[config.mk]
export PLATFORM = sky130hd
export DESIGN_NAME = pkt_serial_rx
export DESIGN_NICKNAME = d
export VERILOG_FILES = /design/src/rtl/pkt_serial_rx.sv
export SDC_FILE = /design/constraint.sdc
export NUM_CORES = 1
export LEC_CHECK = 0
export ABC_AREA = 1
export CORE_ASPECT_RATIO = 1.2
export CORE_MARGIN = 5
export CORE_UTILIZATION = 44
export DETAILED_ROUTE_END_ITERATION = 12
export GPL_ROUTABILITY_DRIVEN = 0
export PLACE_DENSITY_LB_ADDON = 0.08
export SETUP_SLACK_MARGIN = 0.4
export SLEW_MARGIN = 20
export SYNTH_ARGS = -nofsm -noshare
export SYNTH_HDL_FRONTEND = slang
export SYNTH_SLANG_ARGS = --single-unit
[constraint.sdc]
create_clock -name clk -period 3.6 [get_ports clk]
set_input_delay 0.54 -clock clk [delete_from_list [all_inputs] [get_ports clk]]
set_output_delay 0.54 -clock clk [all_outputs]
set_load 0.01 [all_outputs]
[src/rtl/pkt_serial_rx.sv]
// Tick-paced serial packet receiver: start/data/[parity]/stop framing into a FWFT buffer.
// Optional even-parity checking is enabled by defining PKT_SERIAL_RX_PARITY_EN.
module pkt_serial_rx #(
   parameter int PK_W  = 32,
   parameter int DEPTH = 4
) (
   input  logic            clk,
   input  logic            rst,
   input  logic            tick,
   input  logic            ser_in,
   input  logic            read_req,
   output logic [PK_W-1:0] recv_packet_in,
   output logic            recv_input_buffer_empty,
   output logic            recv_buffer_full,
   output logic            overflow,
   output logic            frame_err,
   output logic [1:0]      dbg_state
);

   localparam int CW = $clog2(PK_W);
   localparam int AW = $clog2(DEPTH);
   localparam logic [CW-1:0] LAST_BIT = CW'(PK_W - 1);
   localparam logic [AW:0]   FULL_CNT = (AW + 1)'(DEPTH);

   typedef enum logic [1:0] {
      IDLE   = 2'd0,
      DATA   = 2'd1,
      PARITY = 2'd2,
      STOP   = 2'd3
   } state_t;

   state_t            state_q, state_d;
   logic [CW-1:0]     bit_cnt_q, bit_cnt_d;
   logic [PK_W-1:0]   shift_q, shift_d;
   logic [PK_W-1:0]   mem_q [DEPTH];
   logic [PK_W-1:0]   mem_d [DEPTH];
   logic [AW-1:0]     wr_ptr_q, wr_ptr_d, rd_ptr_q, rd_ptr_d;
   logic [AW:0]       count_q, count_d;
   logic              overflow_q, overflow_d;
   logic              frame_err_q, frame_err_d;
   logic              par_ok;
   logic              good_frame, push, pop;

`ifdef PKT_SERIAL_RX_PARITY_EN
   logic par_ok_q, par_ok_d;
   assign par_ok = par_ok_q;
`else
   assign par_ok = 1'b1;
`endif

   // Receive FSM: every state change is qualified by tick, so non-tick cycles hold all state.
   always_comb begin
      state_d     = state_q;
      bit_cnt_d   = bit_cnt_q;
      shift_d     = shift_q;
      good_frame  = 1'b0;
      frame_err_d = 1'b0;
`ifdef PKT_SERIAL_RX_PARITY_EN
      par_ok_d    = par_ok_q;
`endif
      if (tick) begin
         case (state_q)
            IDLE: begin
               if (!ser_in) begin
                  state_d   = DATA;
                  bit_cnt_d = '0;
               end
            end
            DATA: begin
               shift_d[bit_cnt_q] = ser_in;
               if (bit_cnt_q == LAST_BIT) begin
`ifdef PKT_SERIAL_RX_PARITY_EN
                  state_d = PARITY;
`else
                  state_d = STOP;
`endif
               end else begin
                  bit_cnt_d = bit_cnt_q + CW'(1);
               end
            end
`ifdef PKT_SERIAL_RX_PARITY_EN
            PARITY: begin
               par_ok_d = ~((^shift_q) ^ ser_in);
               state_d  = STOP;
            end
`endif
            STOP: begin
               if (ser_in && par_ok) good_frame = 1'b1;
               else                  frame_err_d = 1'b1;
               state_d = IDLE;
            end
            default: state_d = IDLE;
         endcase
      end
   end

   // Buffer handshake: a pop happens on any edge where read_req=1 and the buffer is
   // non-empty; read_req while empty is ignored. The head is valid whenever empty=0.
   always_comb begin
      pop        = read_req && (count_q != '0);
      push       = good_frame && (!recv_buffer_full || pop);
      overflow_d = good_frame && recv_buffer_full && !pop;
      mem_d      = mem_q;
      if (push) mem_d[wr_ptr_q] = shift_q;
      wr_ptr_d = push ? wr_ptr_q + AW'(1) : wr_ptr_q;
      rd_ptr_d = pop  ? rd_ptr_q + AW'(1) : rd_ptr_q;
      case ({push, pop})
         2'b10:   count_d = count_q + (AW + 1)'(1);
         2'b01:   count_d = count_q - (AW + 1)'(1);
         default: count_d = count_q;
      endcase
   end

   always_ff @(posedge clk) begin
      mem_q   <= mem_d;
      shift_q <= shift_d;
      if (rst) begin
         state_q     <= IDLE;
         bit_cnt_q   <= '0;
         wr_ptr_q    <= '0;
         rd_ptr_q    <= '0;
         count_q     <= '0;
         overflow_q  <= 1'b0;
         frame_err_q <= 1'b0;
`ifdef PKT_SERIAL_RX_PARITY_EN
         par_ok_q    <= 1'b1;
`endif
      end else begin
         state_q     <= state_d;
         bit_cnt_q   <= bit_cnt_d;
         wr_ptr_q    <= wr_ptr_d;
         rd_ptr_q    <= rd_ptr_d;
         count_q     <= count_d;
         overflow_q  <= overflow_d;
         frame_err_q <= frame_err_d;
`ifdef PKT_SERIAL_RX_PARITY_EN
         par_ok_q    <= par_ok_d;
`endif
      end
   end

   assign recv_input_buffer_empty = (count_q == '0);
   assign recv_buffer_full        = (count_q == FULL_CNT);
   assign recv_packet_in          = recv_input_buffer_empty ? '0 : mem_q[rd_ptr_q];
   assign overflow                = overflow_q;
   assign frame_err               = frame_err_q;
   assign dbg_state               = state_q;

endmodule
==> reports/qor.txt <==
Remaining Overflow, GRT -> 0
Master cell of the clock root buffer -> sky130_fd_sc_hd__clkbuf_16
Buffers from clock root to sink, at most -> 2
Distinct cells, synth -> 27
Delay of the slowest cell on the worst path -> 560 ps
Die boundary height -> 148.4 µm
# rows -> 50
Final setup viols -> 0
HPWL reported at the end of detailed placement -> 8473 µm
Fin. Hold Viols -> 0
Vias/cell -> 5.054
Area growth syn-to-layout -> 17.62%
Endpoint of the worst-slack reg-to-reg timing path -> count_q[2]$_SDFFE_PP0P_
Worst path cell trace -> inv_2 -> buf_4 -> o21ai_0 -> a21oi_1 -> clkdlybuf4s50_1
Skew final -> 7.471 ps
Sequential share of the synthesized area -> 72.99%
PD cells -> 557.8 nW/µm²
Router iterations before antenna repair -> 4
RSZ-0062 raised after global routing -> no
Total CTS buffers -> 17
Latest clock arrival within the worst-skew pair -> 420 ps
Endpoint kind of the worst setup timing path -> output pin
WL final -> 14,720 µm
Final Max Tran Viols -> 0
Worst hold path startpoint -> shift_q[7]$_DFFE_PP_
Overall track demand over capacity in global routing -> 16.46%
Number of cells on the worst reg-to-reg path -> 11
Clock-pin slew on the worst setup and hold paths -> 60 ps
Topmost layer with routed signal wires -> met4
Gate Count Post-Synth -> 590
Average routed wire per standard cell -> 17.14 µm
Hold Path Depth -> 0
Worst slew slack as a fraction of its limit -> 36.66%
Post-detailed-route DRC marker count -> 0
Final ANT Viol Nets -> 0
Area of the multi-input gates -> 1647 µm²
Most common library cell in the layout ignoring fill and taps -> sky130_fd_sc_hd__nor2_1
Maximum number of pins on one net before global-route repair -> 67
Net count after synthesis -> 606
Initial antenna violation count -> 0
Antenna Diode Count -> 0
Buffers added on ports -> 42
Vias in the first global route -> 4,308
Beginning of the worst register-to-register path -> count_q[0]$_SDFFE_PP0P_
Iteration-0 DRC count of the detailed router -> 351
Sinks on Clock Net -> 176
Slew at the pin closest to its max-slew limit -> 949.1 ps
Syn avg cell area -> 11.90 µm²
First-pass GRT wire length -> 23,260 µm
Sum of met3 wire segment lengths after detailed routing -> 397 µm
Overall power of the completed layout -> 4607 µW
Total of warnings raised by yosys -> 0
Floorplan core area -> 15,640 µm²
H-tree level count -> 4
Worst ir drop on vdd -> 0.2727 mV
Critical-path maximum fanout -> 37
Worst Path Required -> 3060 ps
Highest Clock Rate -> 329.6 MHz
CTS tree -> done
Starting density of the core -> 44.90%
Outcome -> completed
Routed wire length on met2 -> 7688 µm
Final-layout setup total negative slack -> 0 ps
Endpoint with the worst hold slack -> mem_q[103]$_DFFE_PP_
Max-Cap Viols -> 0
Cell leakage power -> 0.002775 µW
Die width -> 125.3 µm
Portion of the clock cycle consumed by the worst path in the final layout -> 84.28%
Crit path arrival time -> 2490 ps
R2r setup slk -> 1470 ps
Met1 wire length -> 6436 µm
CP Launch Type -> flop
Layout net count -> 654
Most frequent cells in the layout -> 177 x sky130_fd_sc_hd__nor2_1, 160 x sky130_fd_sc_hd__edfxtp_1, 42 x sky130_fd_sc_hd__clkdlybuf4s50_1
Area of the die -> 18,600 µm²
Fillers -> 1,344
Mapped Area -> 7022 µm²
Total via count after detailed routing -> 4,341
Proportion of layout cells with a drive suffix above 1 -> 7.373%
Cell area after placement -> 7660 µm²
Min cycle time layout -> 3034 ps
Final std cell area, no fill -> 8259 µm²
I/O pin count -> 43
Critical-path cell with the highest stage delay -> sky130_fd_sc_hd__clkdlybuf4s50_1
Hold bufs inserted after CTS -> 0
Type of the worst setup path -> flop to output pin
Total of flip-flops plus latches after synthesis -> 176
Area of all sequential standard cells -> 5126 µm²
Class of the most critical hold timing path -> flop to flop
[stage by stage]
stage / instances / setup WS [ps] / utilization, % / hold WS (ps)
floorplan: 590 / 906.9 / - / 458.7
global placement: 827 / 971.6 / 48.98 / 471.1
detailed placement: 827 / 886.3 / 48.98 / 482.1
CTS: 859 / 496.9 / 52.78 / 495.7
global route: 859 / 412.4 / 52.81 / 503.1
finish: 859 / 566.1 / 52.81 / 495.7
[cell usage after synthesis (all sizes together)]
library cell	instances	area share, %
a21oi	41	2.9
fa	1	0.29
nand3	13	0.93
clkbuf	5	0.30
xor2	1	0.12
inv	31	1.7
buf	20	1.7
or2	1	0.089
ha	10	1.8
nand3b	1	0.11
o21ai	70	5.0
nand2	32	1.7
nand4	2	0.18
nor2	183	9.9
dfxtp	16	4.6
nor3	2	0.14
nor4	1	0.089
edfxtp	160	68
[final cells by class]
cell class / count / share of cell area (%)
repair buffers: 54 / 6.226
inverters: 31 / 1.409
clock inverters: 6 / 1.288
multi-input cells: 358 / 19.94
well taps: 208 / 3.151
flip-flops and latches: 176 / 62.07
clock buffers: 26 / 5.923
[logic make-up (layout without fill, tap and decap cells)]
logic type               after synthesis  in the layout  share of synthesized area [%]
AND/OR/NAND/NOR                      235            235                          13.20
XOR/XNOR                               1              1                         0.1248
AO/OA/AOI/OAI                        111            111                          7.912
adder cells (fa/ha/maj)               11             11                          2.067
flip-flops                           176            176                          72.99
buffers and inverters                 56            117                          3.706
[worst max-delay path: cells and delay by family, from the launching register on]
family                 cells  cell delay, ps
AO/OA/AOI/OAI              2             310
buffers and inverters      3            1410
flip-flops                 1             330
[sequential cells by signal, summed over array words and instances, names as in the netlist]
signal / flops
shift_q: 32
bit_cnt_q: 5
mem_q: 128
frame_err: 1
count_q: 3
dbg_state: 2
wr_ptr_q: 2
rd_ptr_q: 2
overflow: 1
[per-layer routing]
layer,global-route usage [%],up-vias
met2,28.74,82
met5,0,-
met4,5.857,0
met3,3.376,17
met1,20.41,2111
li1,-,2131
[power by group]
group	internal [µW]	total (µW)	switching, µW	leakage, µW
combinational	219	540	321	0.000921
sequential	2210	2220	10.6	0.00157
clock	1140	1840	699	0.000286
total	3580	4610	1030	0.00278
[what timing repair did]
item,in CTS,in global routing
endpoints found under the setup margin,0,6
setup buffers,0,0
gates resized for setup,0,1
[how the worst max path moves through the flow]
stage,start,endpoint,slack [ps],cells past startpoint
CTS,rd_ptr_q[0]$_SDFFE_PP0P_,recv_packet_in[16],500,6
finish,rd_ptr_q[0]$_SDFFE_PP0P_,recv_packet_in[25],570,5
floorplan,tick,mem_q[0]$_DFFE_PP_,910,4
global placement,tick,count_q[2]$_SDFFE_PP0P_,970,12
global route,rd_ptr_q[1]$_SDFFE_PP0P_,recv_packet_in[29],410,6
detailed placement,tick,count_q[2]$_SDFFE_PP0P_,890,12
Note: power is estimated with default switching activity, not from simulation.
